**config.mk**
```make
export PLATFORM = sky130hd
export DESIGN_NAME = tcu_tile_mac
export DESIGN_NICKNAME = d
export VERILOG_FILES = /design/src/rtl/tcu_tile_mac.sv
export SDC_FILE = /design/constraint.sdc
export NUM_CORES = 2
export LEC_CHECK = 0
export ABC_AREA = 1
export BUFFER_PORTS_ARGS = -buffer_cell sky130_fd_sc_hd__buf_2
export CAP_MARGIN = 20
export CORE_UTILIZATION = 30
export CTS_CLUSTER_DIAMETER = 40
export DETAILED_ROUTE_END_ITERATION = 7
export PLACE_DENSITY = 0.43
export SLEW_MARGIN = 10
export SYNTH_ARGS = -nofsm -noshare
export SYNTH_HDL_FRONTEND = slang
export SYNTH_SLANG_ARGS = --single-unit
```
**constraint.sdc**
```tcl
create_clock -name clk -period 7.65 [get_ports clk]
set_input_delay 0.765 -clock clk [delete_from_list [all_inputs] [get_ports clk]]
set_output_delay 0.765 -clock clk [all_outputs]
set_load 0.05 [all_outputs]
```
**src/rtl/tcu_tile_mac.sv**
```systemverilog
// tcu_tile_mac: sequential TILE_N x TILE_N tile MAC engine (C = A x B).
// Build option: define TCU_ACCUM_EN to accumulate C across operations.
module tcu_tile_mac #(
  parameter int TILE_N = 2,
  parameter int DATA_W = 32,
  parameter int IDX_W  = $clog2(TILE_N*TILE_N)
) (
  input  logic              clk,
  input  logic              reset,
  input  logic              load_start,
  input  logic [DATA_W-1:0] data_in_a,
  input  logic [DATA_W-1:0] data_in_b,
  output logic              load_done,
  output logic              execute_done,
  input  logic              store_start,
  output logic [DATA_W-1:0] data_out_c,
  output logic              store_valid,
  output logic              store_done,
  output logic [IDX_W-1:0]  elem_idx,
`ifdef TCU_ACCUM_EN
  input  logic              acc_clear,
`endif
  output logic              busy
);

  localparam int NN    = TILE_N * TILE_N;
  localparam int CW    = $clog2(TILE_N);
  localparam int CNT_W = 3 * CW;

  localparam logic [IDX_W-1:0] LAST    = IDX_W'(NN - 1);
  localparam logic [IDX_W-1:0] LAST_M1 = IDX_W'(NN - 2);

  typedef enum logic [2:0] {
    S_IDLE,
    S_LOAD,
    S_EXEC,
    S_READY,
    S_STORE
  } state_t;

  state_t state;
  state_t state_nx;

  logic [NN-1:0][DATA_W-1:0] a_mem;
  logic [NN-1:0][DATA_W-1:0] b_mem;
  logic [NN-1:0][DATA_W-1:0] c_mem;

  // {i, j, k}: k innermost, then j, then i
  logic [CNT_W-1:0]  cnt;
  logic [CW-1:0]     mi;
  logic [CW-1:0]     mj;
  logic [CW-1:0]     mk;
  logic [IDX_W-1:0]  a_addr;
  logic [IDX_W-1:0]  b_addr;
  logic [IDX_W-1:0]  c_addr;
  logic [DATA_W-1:0] prod;
  logic [IDX_W-1:0]  nxt_idx;
  logic              idx_last;
  logic              mac_last;
  logic              st_go;

  assign mi       = cnt[3*CW-1:2*CW];
  assign mj       = cnt[2*CW-1:CW];
  assign mk       = cnt[CW-1:0];
  assign a_addr   = IDX_W'({mi, mk});
  assign b_addr   = IDX_W'({mk, mj});
  assign c_addr   = IDX_W'({mi, mj});
  assign prod     = a_mem[a_addr] * b_mem[b_addr];
  assign nxt_idx  = elem_idx + IDX_W'(1);
  assign idx_last = (elem_idx == LAST);
  assign mac_last = (cnt == {CNT_W{1'b1}});
  assign st_go    = (state == S_READY) && store_start;
  assign busy     = (state == S_LOAD) || (state == S_EXEC) ||
                    (state == S_STORE);

  // state register
  always_ff @(posedge clk) begin
    if (!reset) state <= S_IDLE;
    else        state <= state_nx;
  end

  // next-state decode
  always_comb begin
    state_nx = state;
    unique case (state)
      S_IDLE:  if (load_start)  state_nx = S_LOAD;
      S_LOAD:  if (idx_last)    state_nx = S_EXEC;
      S_EXEC:  if (mac_last)    state_nx = S_READY;
      S_READY: if (store_start) state_nx = S_STORE;
      S_STORE: if (idx_last)    state_nx = S_IDLE;
      default:                  state_nx = S_IDLE;
    endcase
  end

  // handshake pulses, element index, MAC counter, store beat register
  always_ff @(posedge clk) begin
    if (!reset) begin
      load_done    <= 1'b0;
      execute_done <= 1'b0;
      store_valid  <= 1'b0;
      store_done   <= 1'b0;
      elem_idx     <= '0;
      data_out_c   <= '0;
      cnt          <= '0;
    end else begin
      load_done    <= (state == S_LOAD) && idx_last;
      execute_done <= (state == S_EXEC) && mac_last;
      store_valid  <= st_go || ((state == S_STORE) && !idx_last);
      store_done   <= (state == S_STORE) && (elem_idx == LAST_M1);
      cnt          <= (state == S_EXEC) ? cnt + CNT_W'(1) : '0;
      if ((state == S_LOAD) || (state == S_STORE))
        elem_idx <= nxt_idx;
      else if (st_go || ((state == S_IDLE) && load_start))
        elem_idx <= '0;
      if (st_go)
        data_out_c <= c_mem[0];
      else if ((state == S_STORE) && !idx_last)
        data_out_c <= c_mem[nxt_idx];
      else
        data_out_c <= '0;
    end
  end

  // operand capture, only while loading
  always_ff @(posedge clk) begin
    if (state == S_LOAD) begin
      a_mem[elem_idx] <= data_in_a;
      b_mem[elem_idx] <= data_in_b;
    end
  end

  // result tile: clear, then one wrapping MAC per EXEC cycle
  always_ff @(posedge clk) begin
    if (!reset)
      c_mem <= '0;
    else if (state == S_EXEC)
      c_mem[c_addr] <= c_mem[c_addr] + prod;
`ifdef TCU_ACCUM_EN
    else if (((state == S_IDLE) || (state == S_READY)) && acc_clear)
      c_mem <= '0;
`else
    else if ((state == S_LOAD) && idx_last)
      c_mem <= '0;
`endif
  end

endmodule

```
==> impl_metrics.tcl <==
set metrics [dict create \
    clkSinkCount 428 \
    drive_gt1_share_pct 19.8 \
    fin_crit_sh_pct 98.1 \
    synth_cells 4095 \
    synth-edff-count 256 \
    syn_area_um2 34800 \
    antenna_found_initial 2 \
    drt_wl_total_mm 119 \
    finish.instance_area_um2 44100 \
    grt_max_degree 77 \
    cts-buffers-inserted 77 \
    grt_overflow 0 \
    die_y_um 342 \
    finalHoldViolCount 0 \
    setup_violations 0 \
    path_max_fanout 11 \
    rsz0062_at_grt "yes" \
    wl_per_cell_um 19.4 \
    crit_type "reg2reg" \
    fmaxAchievable_mhz 133 \
    worstSkewPairLatency_ns 0.67 \
    cts_tree "done" \
    num_rows 124 \
    fin_crit_ns 7.51 \
    synth-seq-cells 428 \
    cpMostUsedCell "fa_1" \
    cp.required_ns 8.21 \
    synthesis.nets 4731 \
    outcome "finished, final reports clean" \
    synth-main-ff-cell "edfxtp_1" \
    hold_path_class "in2reg" \
    drc 0 \
    arrival_ns 8.07 \
    die_area_um2 117000 \
    grt_usage_pct 20.2 \
    critPathCaptureType "flop" \
    yosys.cell_types.count 50 \
    antenna_left 0 \
    port_buffers 106 \
    area_growth_pct 26.9 \
    pin_count 107 \
    yosys_warnings 0 \
    final_util_pct 38.5 \
    cts_root_buffer "clkbuf_16" \
    drt_first_iter_violations 1814 \
    core_um2 115000 \
    drv_cap 0 \
    avgViaCountPerCell 4.60 \
    initial_core_util_pct 30.3 \
    avgSynthCellArea_um2 8.49 \
    slew_viol_final 0 \
    clk_pin_slew_worst_paths_ns 0.05 \
    grt_pass1_wl_mm 178 \
    vias 28100 \
    first_pass_iters 8 \
    finClkSkew_ns 0.0607 \
    start_kind "flop" \
    nets 5174 \
    place.gp.congestion 0.858 \
    ys_async_sr_fraction_pct 0 \
    die_width_um 342 \
    tightestPinTransition_ns 0.894 \
    htree_num_levels 3 \
    crit_path_max_incr_delay_ns 0.57 \
    placed_cell_area_um2 40000 \
    maxSlewHeadroom_pct 40.3 \
    critPathSlowestCell "fa_1" \
    cts_buffer_depth 3 \
    grt_pass1_vias 28500 \
    post-dp-hpwl_mm 90.4 \
    ys_seq_area_share_pct 32.0 \
]
## stage by stage
stage	hold WS, ns	setup TNS, ns	setup slack, ns	cells
floorplan	0.441	0	0.110	4095
global route	0.311	-2.81	-0.159	6111
detailed placement	0.454	-2.62	-0.193	5923
CTS	0.286	0	0.00152	6073
finish	0.326	0	0.144	6111
global placement	0.451	-1.88	-0.264	5923
## kinds of logic after synthesis
group / share of synthesized area (%)
XOR/XNOR: 0.781
flip-flops: 32.0
buffers and inverters: 10.5
adder cells (fa/ha/maj): 29.9
AND/OR/NAND/NOR: 19.7
AO/OA/AOI/OAI: 7.10
## timing repair
| item | in CTS | in global routing |
|---|---|---|
| endpoints found under the setup margin | 30 | 70 |
| pin swaps | 3 | 50 |
| endpoints found under the hold margin | 0 | 0 |
| hold buffers | 0 | 0 |
| setup buffers | 11 | 31 |
| resized for setup | 24 | 228 |
| cloned | 0 | 5 |
## final timing paths
path,depth (start not counted),slack (ns),startpoint,endpoint
max,35,0.14,cnt[0]$_SDFF_PN0_,c_mem[124]$_SDFFE_PN0P_
min,1,0.33,data_in_a[22],a_mem[118]$_DFFE_PP_
min reg2reg,2,0.46,c_mem[101]$_SDFFE_PN0P_,c_mem[101]$_SDFFE_PN0P_
max reg2reg,35,0.14,cnt[0]$_SDFF_PN0_,c_mem[124]$_SDFFE_PN0P_
## layout by cell type, fill, tap and decap left out, types with 10 or more instances in the layout
master     Yosys  final
a21oi_1      261    233
a21oi_2        1     27
buf_12         0     59
buf_2         17    106
buf_4         18    350
buf_6         18     19
bufinv_16      0     10
clkbuf_16      0     82
clkinv_1       7     12
clkinv_2       0     10
dfxtp_1      172    168
edfxtp_1     256    256
fa_1         438    420
fa_2           0     18
ha_1         130    116
ha_4           0     14
inv_1        714    693
inv_2         11     20
nand2_1     1023    991
nand2_2       19     41
nand2_4        0     10
nand3_1      194    184
nand3_2        2     12
nand3b_1      11     11
nor2_1       432    391
nor2_2         2     34
o211ai_1      18     18
o21ai_0       81     68
o21ai_1       12     19
o22ai_1       19     19
xnor2_1       12     11
xor2_1        19     19
## cell type report
cell class,instances,area (um^2)
multi-input cells,2755,20800
clock inverters,47,677
clock buffers,92,2050
fillers,11700,70500
diodes,1,2.50
well taps,1512,1890
repair buffers,542,4730
repair inverters,1,11.3
inverters,733,2810
flip-flops and latches,428,11100
## critical path, delay by kind of cell, from the launching register on
kind,cells,cell delay [ns]
fa+ha+maj,9,4.24
simple gates,9,0.85
buf+inv,13,1.37
flops,1,0.41
compound gates,3,0.34
xor+xnor,1,0.17
## sequential cells by signal, indices dropped and copies added (netlist names)
name,flops
a_mem,128
store_valid,1
load_done,1
c_mem,128
cnt,3
execute_done,1
b_mem,128
state,3
store_done,1
data_out_c,32
elem_idx,2
## cells in the mapped netlist (3+ instances only)
library cell	instances	area share (%)
clkbuf_1	111	1.2
nand4_1	7	0.13
o22ai_1	19	0.34
a21oi_1	261	3.8
a211oi_1	3	0.065
a21o_1	4	0.086
buf_6	18	0.58
clkinv_1	7	0.076
a31oi_1	5	0.090
buf_4	18	0.39
fa_1	438	25
nor4_1	4	0.072
or2_2	6	0.11
nand3_1	194	2.8
buf_1	15	0.16
inv_1	714	7.7
o211ai_1	18	0.39
edfxtp_1	256	22
a22oi_1	4	0.086
o21ai_1	12	0.17
nor2_1	432	4.7
nand2_1	1023	11
buf_2	17	0.24
ha_1	130	4.7
dfxtp_1	172	9.9
xor2_1	19	0.48
inv_2	11	0.12
xnor2_1	12	0.30
o21ai_0	81	1.2
nand3b_1	11	0.24
nor3_1	11	0.16
o221ai_1	15	0.38
o211ai_2	4	0.14
a221oi_1	4	0.10
and2_1	3	0.054
nand2_2	19	0.34
## per-layer routing
| metal | global-route usage, % | vias to the layer above | share of wire (%) | routed length (um) |
|---|---|---|---|---|
| li1 | - | 13600 | - | - |
| met1 | 27.8 | 13900 | 46 | 54400 |
| met2 | 33.7 | 563 | 48 | 57400 |
| met3 | 2.61 | 137 | 3.9 | 4570 |
| met4 | 4.72 | 2 | 1.9 | 2240 |
| met5 | 0 | - | 0.011 | 13 |
Power is not shown: default switching activity piles up to over one toggle a cycle in this logic, so the estimate is an artifact.
